==> config.mk <==
export PLATFORM = sky130hd
export DESIGN_NAME = fib_datapath
export DESIGN_NICKNAME = d
export VERILOG_FILES = /design/src/rtl/fib_datapath.sv
export SDC_FILE = /design/constraint.sdc
export NUM_CORES = 1
export LEC_CHECK = 0
export CORE_ASPECT_RATIO = 1.1
export CORE_MARGIN = 2
export CORE_UTILIZATION = 35
export CTS_CLUSTER_SIZE = 30
export DETAILED_ROUTE_END_ITERATION = 10
export MAX_ROUTING_LAYER = met4
export PLACE_DENSITY = 0.66
export SYNTH_ARGS = -nofsm -noshare
export SYNTH_HDL_FRONTEND = slang
export SYNTH_SLANG_ARGS = --single-unit
export TNS_END_PERCENT = 5
==> constraint.sdc <==
create_clock -name clk -period 3.45 [get_ports clk]
set_input_delay 0.345 -clock clk [delete_from_list [all_inputs] [get_ports clk]]
set_output_delay 0.345 -clock clk [all_outputs]
set_load 0.01 [all_outputs]
==> src/rtl/fib_datapath.sv <==
// Datapath for the Fibonacci sequencer: three-entry register bank, operand muxes,
// a four-function ALU with registered accumulator, and the flags polled by the control FSM.
module fib_datapath #(
  parameter int unsigned WIDTH = 8,
  parameter logic [WIDTH-1:0] INIT0 = '0,
  parameter logic [WIDTH-1:0] INIT1 = WIDTH'(1)
) (
  input  logic             clk,
  input  logic             rst,
  input  logic [1:0]       cnt_alu,
  input  logic [1:0]       slc_mux_a,
  input  logic [1:0]       slc_mux_b,
  input  logic [1:0]       slc_reg,
  input  logic             w,
  input  logic [WIDTH-1:0] limit,
  output logic             mayor,
  output logic [WIDTH-1:0] result,
  output logic [WIDTH-1:0] acc,
  output logic             ovf,
  output logic [7:0]       iter
);

  logic [WIDTH-1:0] r0_q, r1_q, r2_q, acc_q;
  logic [WIDTH-1:0] r0_d, r1_d, r2_d, acc_d;
  logic             mayor_q, mayor_d, ovf_q, ovf_d;
  logic [7:0]       iter_q, iter_d;

  logic [WIDTH-1:0] opA, opB;
  logic [WIDTH:0]   aluRes;
  logic             writeR2;

  always_comb begin
    opA = '0;
    case (slc_mux_a)
      2'b00:   opA = r0_q;
      2'b01:   opA = r1_q;
      2'b10:   opA = r2_q;
      default: opA = '0;
    endcase
  end

  always_comb begin
    opB = '0;
    case (slc_mux_b)
      2'b00:   opB = r0_q;
      2'b01:   opB = r1_q;
      2'b10:   opB = r2_q;
      default: opB = '0;
    endcase
  end

  // Zero-extended operands make bit WIDTH the carry on add and the borrow on subtract.
  always_comb begin
    aluRes = '0;
    case (cnt_alu)
      2'b00:   aluRes = {1'b0, opA} + {1'b0, opB};
      2'b01:   aluRes = {1'b0, opA} - {1'b0, opB};
      2'b10:   aluRes = {1'b0, opA};
      default: aluRes = {1'b0, opB};
    endcase
  end

  assign writeR2 = w && (slc_reg == 2'b10);

  // Writes take the accumulator as it stood before this edge, not the live ALU output.
  always_comb begin
    r0_d    = r0_q;
    r1_d    = r1_q;
    r2_d    = r2_q;
    mayor_d = mayor_q;
    iter_d  = iter_q;
    acc_d   = aluRes[WIDTH-1:0];
    ovf_d   = ovf_q | ((cnt_alu[1] == 1'b0) && aluRes[WIDTH]);
    if (w) begin
      case (slc_reg)
        2'b00:   r0_d = acc_q;
        2'b01:   r1_d = acc_q;
        2'b10:   r2_d = acc_q;
        default: ;
      endcase
    end
    if (writeR2) begin
      mayor_d = (acc_q > limit);
      if (iter_q != 8'hFF) iter_d = iter_q + 8'd1;
    end
  end

  always_ff @(posedge clk or posedge rst) begin
    if (rst) begin
      r0_q    <= INIT0;
      r1_q    <= INIT1;
      r2_q    <= '0;
      acc_q   <= '0;
      mayor_q <= 1'b0;
      ovf_q   <= 1'b0;
      iter_q  <= 8'd0;
    end else begin
      r0_q    <= r0_d;
      r1_q    <= r1_d;
      r2_q    <= r2_d;
      acc_q   <= acc_d;
      mayor_q <= mayor_d;
      ovf_q   <= ovf_d;
      iter_q  <= iter_d;
    end
  end

  assign mayor  = mayor_q;
  assign result = r2_q;
  assign acc    = acc_q;
  assign ovf    = ovf_q;
  assign iter   = iter_q;

endmodule

# After elaboration in Yosys (flattened, before gate mapping)
# Cells that the tools add are included.
dict set report totals {
  regBits 42
  input_bits 19
  out_inout_bits 26
}
dict set report classes {
  n_addsub 3
  magnitude_cmp 1
  n_eq_ne 9
  n_mux 3
  bitwise_logic 2
  reduce_logical 10
}
# op count
set ops {}
lappend ops {{8-bit case mux with 3 select lines} 2}
lappend ops {{9-bit case mux with 3 select lines} 1}
lappend ops {{8-bit by 8-bit adder with 9-bit output} 1}
lappend ops {{8-bit by 8-bit subtractor with 9-bit output} 1}
lappend ops {{8-bit by 1-bit adder with 8-bit output (second input constant)} 1}
lappend ops {{2-bit by 1-bit == test with 1-bit output (second input constant)} 4}
lappend ops {{2-bit == test (second input constant)} 4}
lappend ops {{8-bit > comparator} 1}
lappend ops {{2-bit logical NOT} 4}
lappend ops {{8-bit inequality test (second input constant)} 1}
lappend ops {{2-bit AND reduction} 4}
lappend ops {{1-bit logical AND} 2}
lappend ops {{1-bit inverter} 1}
lappend ops {{1-bit bitwise OR} 1}

# Logic depth before layout (Yosys ltp)
# Gate-level depths: netlist of the first run.
dict set report depth {
  ltp_word 6
  ltp_mapped 15
  ltp_nobuf 13
}

# Worst setup path after synthesis of the first run
# OpenSTA, ideal clock, no wires.
dict set report synth_path {
  path_kind {input port to flip-flop}
  start {in slc_mux_b[1]}
  end {reg acc_q[7], in the netlist acc[7]}
  setup_ps 127
  t_arrival_ps 2651
  t_required_ps 3323
  setup_slack_ps 672
  cell_stages 14
  path_buffers 2
  cell_sequence {buf_6 nor2b_4 buf_6 o2bb2ai_2 inv_1 ha_1 mux2i_1 ha_1 nor2b_1 o21a_1 o21a_1 o32a_1 xnor2_1 o21ai_1}
}
dict set report synth_via {
  elab_chain_cells 4
  elab_cells_between_ends 7
  cone_classes {add/sub: 2; eq/ne: 2; mux: 2; reduce/logical: 1}
}
# element line_no
set synth_lines {}
lappend synth_lines {{from (decl)} 12} ;# input logic [1:0] slc_mux_b,
lappend synth_lines {{2-bit == test (tied with other cells)} 44} ;# case (slc_mux_b)
lappend synth_lines {{8-bit case mux with 3 select lines (*)} 44}
lappend synth_lines {{8-bit by 8-bit subtractor with 9-bit output / 8-bit by 8-bit adder with 9-bit output (equally long branches)} {57, 56}}
lappend synth_lines {{9-bit case mux with 3 select lines (*)} 55} ;# case (cnt_alu)
lappend synth_lines {{via aluRes[7]} 29} ;# logic [WIDTH:0] aluRes;
lappend synth_lines {{to (signal assigned)} 93} ;# acc_q <= '0;
lappend synth_lines {{to (signal assigned)} 101} ;# acc_q <= acc_d;
lappend synth_lines {{to (decl)} 23} ;# logic [WIDTH-1:0] r0_q, r1_q, r2_q, acc_q;
# Mark *: on every way through the listed nets, which the timed path passes. The rest lies on a longest branch.
# A chain may end at the register's enable or synchronous reset.

# Worst setup path after layout of the first run
# Same ends and word-level chain as after synthesis.

==> results of run 1 <==
## power groups by stage
stage                     clock, mW  sequential, mW  combinational, mW
after floorplan                   0           0.938               1.09
after global placement            0           0.953               1.64
after detailed placement          0           0.956               1.66
after CTS                     0.477           0.949               1.67
after global routing          0.494           0.983               1.84
final                         0.467           0.946               1.65
## synthesized netlist by cell type, types with 3 or more instances
| master | count |
|---|---|
| nor2b_1 | 3 |
| o21ai_1 | 15 |
| nand2b_1 | 3 |
| dfrtp_1 | 41 |
| o21ai_0 | 4 |
| a21oi_1 | 15 |
| mux2i_1 | 20 |
| o21a_1 | 4 |
| xor2_1 | 8 |
| inv_1 | 17 |
| nand4_1 | 4 |
| o2bb2ai_2 | 3 |
| a2bb2oi_2 | 4 |
| o211ai_1 | 6 |
| xnor2_1 | 10 |
| ha_1 | 18 |
| mux2_1 | 23 |
| nand2_1 | 18 |
| nor2_1 | 15 |
## stage by stage
step,setup WS (ps),hold WS [ps],utilization [%],total power [mW],area [um^2]
2_1_floorplan,672,461,-,2.03,2800
3_3_place_gp,84.7,481,43.6,2.59,3420
3_5_place_dp,56.7,491,43.6,2.62,3420
4_1_cts,366,455,45.4,3.10,3550
5_1_grt,166,507,45.4,3.31,3550
6_report,374,438,45.4,3.07,3550
## registers in the layout, indices dropped and copies added, names as in the netlist
| name | cells |
|---|---|
| acc | 8 |
| iter | 8 |
| r0_q | 8 |
| r1_q | 8 |
| result | 8 |
| mayor | 1 |
| ovf | 1 |
## final cells by class
cell class / count / share of cell area (%)
Clock buffer: 5 / 1.94
Sequential cell: 42 / 29.6
Inverter: 17 / 1.80
Timing Repair Buffer: 59 / 15.6
Tap cell: 108 / 3.80
Clock inverter: 3 / 1.94
Multi-Input combinational cell: 199 / 45.4
## cells by family after synthesis
logic type	Yosys count	share of synthesized area, %
and+or+nand+nor	55	9.86
AOI/OAI and AO/OA	64	16.9
adders and majority gates	19	8.75
buffers and inverters	26	5.00
DFF	42	37.5
xor gates and xnor gates	18	5.62
muxes	43	16.4
## worst min-delay path by stage
stage | end | start | slack [ps] | cells after the start
3_5_place_dp | ovf | ovf | 490 | 1
4_1_cts | r0_q[1] | rst | 460 | 2
6_report | acc[2] | rst | 440 | 2
5_1_grt | result[1] | rst | 510 | 2
2_1_floorplan | r1_q[0] | r1_q[0] | 460 | 2
3_3_place_gp | r1_q[0] | r1_q[0] | 480 | 2
## routing by layer
| metal | vias up | global-route usage, % | routed length [um] |
|---|---|---|---|
| li1 | 1070 | - | - |
| met1 | 1031 | 19.7 | 2880 |
| met2 | 40 | 23.4 | 3000 |
| met3 | 2 | 2.11 | 255 |
| met4 | 0 | 4.36 | 37 |
| met5 | - | - | 0 |
## worst reg2reg max path: cells and delay by family, from the launching register on
| kind | cells | cell delay, ps |
|---|---|---|
| AND/OR/NAND/NOR | 1 | 120 |
| flip-flops | 1 | 400 |
| AO/OA/AOI/OAI | 5 | 970 |
| XOR/XNOR | 1 | 150 |
| adder cells (fa/ha/maj) | 2 | 560 |
| multiplexers | 2 | 350 |
| buffers and inverters | 1 | 60 |
==> summary.txt, run 1 <==
Worst setup path
  – Slowest Stage Delay on Critical Path: around 650 ps
  – Setup crit end: acc[7]
  – CP startpoint kind: input port
  – Critical path fanouts, max: 5
  – R2R Path Start: result[1]
  – Capturing point of the worst reg2reg path: acc[7]
  – CP max stage cell: clkdlybuf4s50_1
  – Worst setup path category: in -> reg
  – CP endpoint kind: register
  – Delay-heaviest family, CP: compound AO/OA/AOI/OAI gates
  – Crit. path cell count: 13
  – Worst Path Required: about 3600 ps
  – R2r worst-path depth: 12
  – Bufs and invs on worst path: 2
  – Register-to-register setup slack: 710 ps
  – CP Cell Sequence: clkdlybuf4s50_1 > mux2i_1 > o2bb2ai_2 > inv_1 > ha_1 > mux2i_1 > ha_1 > nor2b_1 > o21a_1 > o21a_1 > o32a_1 > xnor2_1 > o21ai_1
  – Worst setup path start: slc_mux_b[1]
  – Worst EP arrival: ~3300 ps

Synthesis
  – Synth warn: 0
  – Syn Inst Count: roughly 270
  – Post-synth EDFFs: 0
  – Post-Syn Area: around 0.0028 mm^2
  – Top-area cell type share of the netlist area: between 30 and 40%
  – Sequential share of the synthesized area: a little under two fifths
  – Syn Nets: between 300 and 400
  – Unique masters post-synth: 48
  – Top FF cell, synth: dfrtp_1
  – Largest cells by area after synthesis: dfrtp_1 (37%), mux2_1 (9.2%), ha_1 (8.0%)
  – Synthesis-stage register bit count: 42
  – Synth area leader: dfrtp_1
  – Async S/R FF share, synth: between 90% and 100%
  – Avg Cell Area, Syn: between 10 and 15 um^2

Placement
  – Port-buffer cells: 44
  – Hpwl dp: 4930 um
  – Final Wtd Congestion: just over 0.8
  – Placed cells: approximately 430

STA
  – Final Critical Period: 3080 ps
  – Fmax: 0.325 GHz
  – Worst-margin pin slew: between 700 and 800 ps
  – Setup Skew: ~4.8 ps
  – Fin. Hold Viols: 0
  – Tcrit/Tclk final: 89.2%
  – Final TNS setup: 0 ps
  – RSZ-0062 raised after global routing: no
  – Slew HR: 51.0%
  – Final Max Slew Viols: 0
  – Final setup fails: 0

GRT
  – Initial antenna violation count: 0
  – First-pass GRT wire length: ~9900 um
  – Number of global-route vias before repair: 2048
  – Largest net degree at the start of global routing: 26
  – Grt ovf: 0
  – Total track usage: between 10% and 20%

Worst hold path
  – Min-delay worst type: in -> async

Clocking
  – Deepest clock path buffer count: 2
  – # hold bufs at CTS: 0
  – Clock Pin Slew Worst Setup and Hold Paths: ~80 ps
  – # resized after CTS: 0
  – Sink Count: between 40 and 50
  – Setup bufs post-CTS: 0
  – Worst skew pair latency: 290 ps
  – TritonCTS clock tree: built
  – CTS root buf: clkbuf_8
  – H-tree Lvls: 2
  – Num CTS Buffers: 5

Die
  – Die H: between 90 and 100 um
  – Die Footprint: slightly below 0.009 mm^2
  – Die width: 89.3 um
  – Row cnt: 34
  – I/O pin count: 45
  – Initial Util: a little over a third
  – Floorplan core area: 0.00783 mm^2

Power
  – Max VDD drop: 0.233 mV
  – Switching Fraction: between 30 and 40%
  – Reg power frac: ~31%
  – Clock Power Share: between 10% and 20%
  – Fraction of power consumed by combinational cells: 53.9%
  – P per Cell Area: 863 mW/mm^2
  – Psw: 1.19 mW
  – Pint: approximately 1.9 mW
  – Leakage: between 1.5 and 2 nW

Cells and area
  – Fraction of layout cells with a size suffix above 1: 11.1%
  – Multi-input logic area: about 0.0016 mm^2
  – Antenna fix cells: 0
  – Commonest cells after routing, fill and taps aside: clkdlybuf4s50_1 (44), dfrtp_1 (41), mux2_1 (23)
  – Reg area: approximately 0.0011 mm^2
  – Commonest non-fill, non-tap cell in the layout: clkdlybuf4s50_1
  – Final Non-Filler Cells: 433
  – Final #Nets: roughly 360
  – Fill count: 770
  – Layout area overhead: 26.7%

Detailed routing
  – Wire per inst: 14.3 um
  – Post-DRT Antenna Nets: 0
  – Pre-antenna DRT Iters: 4
  – Vias per inst: approximately 5
  – Total Wirelength: approximately 6200 um
  – DR vias: about 2100
  – First DRT Iteration DRCs: 84
  – DRC: 0

Outcome
  – Run status: completed

Run
  – Max Cap Viol: 0
No activity file was read; power rests on OpenSTA's default activity.
==> run 2: changes to the inputs <==
Settings changed: PLACE_DENSITY 0.66 to 0.68.
Clock period 3.45 ns to 2.5 ns, I/O delays scaled along.
==> summary.txt, run 2 (synthesized netlist as in run 1, its figures left out) <==
STA
  – Tcrit/Tclk final: 105%
  – Fmax: around 0.38 GHz
  – Final Max Slew Viols: 0
  – Final setup fails: 3
  – Setup Skew: ~7.7 ps
  – Final Critical Period: ~2600 ps
  – Final TNS setup: -210 ps
  – Worst-margin pin slew: ~550 ps
  – Post-route worst setup slack: -133 ps
  – RSZ-0062 raised after global routing: yes
  – Fin. Hold Viols: 0
  – Slew HR: roughly 64%

Cells and area
  – Finished Core Util: between 50% and 60%
  – Antenna fix cells: 0
  – Finished Cell Area: slightly below 0.004 mm^2
  – Final #Nets: 405
  – Commonest cells after routing, fill and taps aside: buf_4 (57), dfrtp_1 (41), clkdlybuf4s50_1 (41)
  – Fraction of layout cells with a size suffix above 1: 26.4%
  – Final Non-Filler Cells: between 400 and 500
  – Commonest non-fill, non-tap cell in the layout: buf_4
  – Layout area overhead: 41.7%
  – Fill count: between 700 and 800

Power
  – Max VDD drop: roughly 0.38 mV
  – Final Power: around 4.8 mW
  – Leakage: 1.78 nW
  – P per Cell Area: roughly 1200 mW/mm^2

Run
  – Max Cap Viol: 0

Worst setup path
  – CP startpoint kind: input port
  – Critical path fanouts, max: 6
  – Worst EP arrival: between 2000 and 3000 ps
  – Worst Path Required: approximately 2700 ps
  – Worst setup path category: in -> reg
  – CP endpoint kind: register

GRT
  – Grt ovf: 0
  – Number of global-route vias before repair: about 2400
  – Total track usage: between 15 and 20%
  – First-pass GRT wire length: about 11000 um
  – Largest net degree at the start of global routing: 43
  – Initial antenna violation count: 0

Placement
  – Placed cells: between 400 and 500
  – Dpl cell area: between 0.003 and 0.004 mm^2
  – Port-buffer cells: 44
  – Hpwl dp: approximately 5300 um
  – Final Wtd Congestion: roughly 0.84

Clocking
  – Worst skew pair latency: roughly 300 ps
  – H-tree Lvls: 2
  – Clock Pin Slew Worst Setup and Hold Paths: ~80 ps
  – # hold bufs at CTS: 0
  – Sink Count: 42
  – TritonCTS clock tree: built
  – Deepest clock path buffer count: 2
  – CTS root buf: clkbuf_8
  – Num CTS Buffers: 5

Worst hold path
  – Min-delay worst type: in -> async

Die
  – Die width: a little under 90 um
  – Floorplan core area: ~0.0078 mm^2
  – Row cnt: 34
  – Initial Util: 35.8%
  – I/O pin count: 45
  – Die H: between 90 and 100 um
  – Die Footprint: slightly below 0.009 mm^2

Detailed routing
  – Vias per inst: just under 5
  – First DRT Iteration DRCs: 98
  – Wire per inst: about 15 um
  – Total Wirelength: 6940 um
  – DR vias: about 2300
  – Post-DRT Antenna Nets: 0
  – Pre-antenna DRT Iters: 4
  – DRC: 0

Outcome
  – Run status: finished with violations
  – Violated checks: negative setup slack
## run 2: cell types whose count changed in the layout (fill, tap and decap cells not counted), sizes merged
cell / previous run / this run
clkbuf: 5 / 7
bufinv: 2 / 0
clkdlybuf4s50: 44 / 41
dlygate4sd2: 0 / 3
buf: 15 / 58
## run 2: final cells by class
type                    instances  area [um^2]  area share (%)
clock buffers                   7         86.3            2.17
clock inverters                 1         5.00           0.126
multi-input cells             199         1760            44.2
well taps                     108          135            3.40
flip-flops and latches         42         1050            26.5
repair buffers                102          876            22.0
inverters                      17         63.8            1.61
## run 2: metrics by stage
| step | hold WS (ps) | worst slack, ps |
|---|---|---|
| 2_1_floorplan | 426 | -151 |
| 3_3_place_gp | 467 | -640 |
| 3_5_place_dp | 470 | -693 |
| 4_1_cts | 413 | -233 |
| 5_1_grt | 451 | -269 |
| 6_report | 397 | -133 |
## run 2: final timing paths
kind                              start  slack, ps  cells past startpoint         to
hold reg to reg                     ovf        480                      1        ovf
max in group asynchronous           rst       1720                      3    r1_q[0]
hold / removal                      rst        400                      3  result[6]
setup reg to reg                r0_q[0]       -120                     12     acc[7]
min in group clk                    ovf        480                      1        ovf
setup / recovery           slc_mux_b[1]       -130                     15     acc[7]
## run 2: routing by layer
metal | global-route usage (%) | vias to the layer above | routed length [um]
met5 | - | - | 0
met3 | 2.20 | 10 | 201
met4 | 4.71 | 0 | 99
met2 | 27.2 | 42 | 3520
li1 | - | 1145 | -
met1 | 22.4 | 1135 | 3120
## run 2: worst max-delay path, stage by stage
cell and delay, ps:
dlygate4sd2_1 240, buf_6 150, nor2b_4 150, buf_4 130
o2bb2ai_4 110, inv_2 60, ha_4 240, mux2i_4 160
ha_1 250, nor2b_1 130, o21a_1 180, o21a_1 200
o32a_1 340, xnor2_1 150, o21ai_1 80
## run 2: report_power, final
part / switching [mW] / leakage (nW) / total, mW / internal, mW
sequential: 0.332 / 0.518 / 1.31 / 0.977
combinational: 1.31 / 1.22 / 2.99 / 1.69
clock: 0.235 / 0.0482 / 0.458 / 0.223
## run 2: timing repair
action | 4_1_cts | 5_1_grt
setup endpoints to repair | 6 | 6
gates cloned | 0 | 0
setup buffers | 2 | 5
pin swaps | 7 | 22
resized for setup | 9 | 19
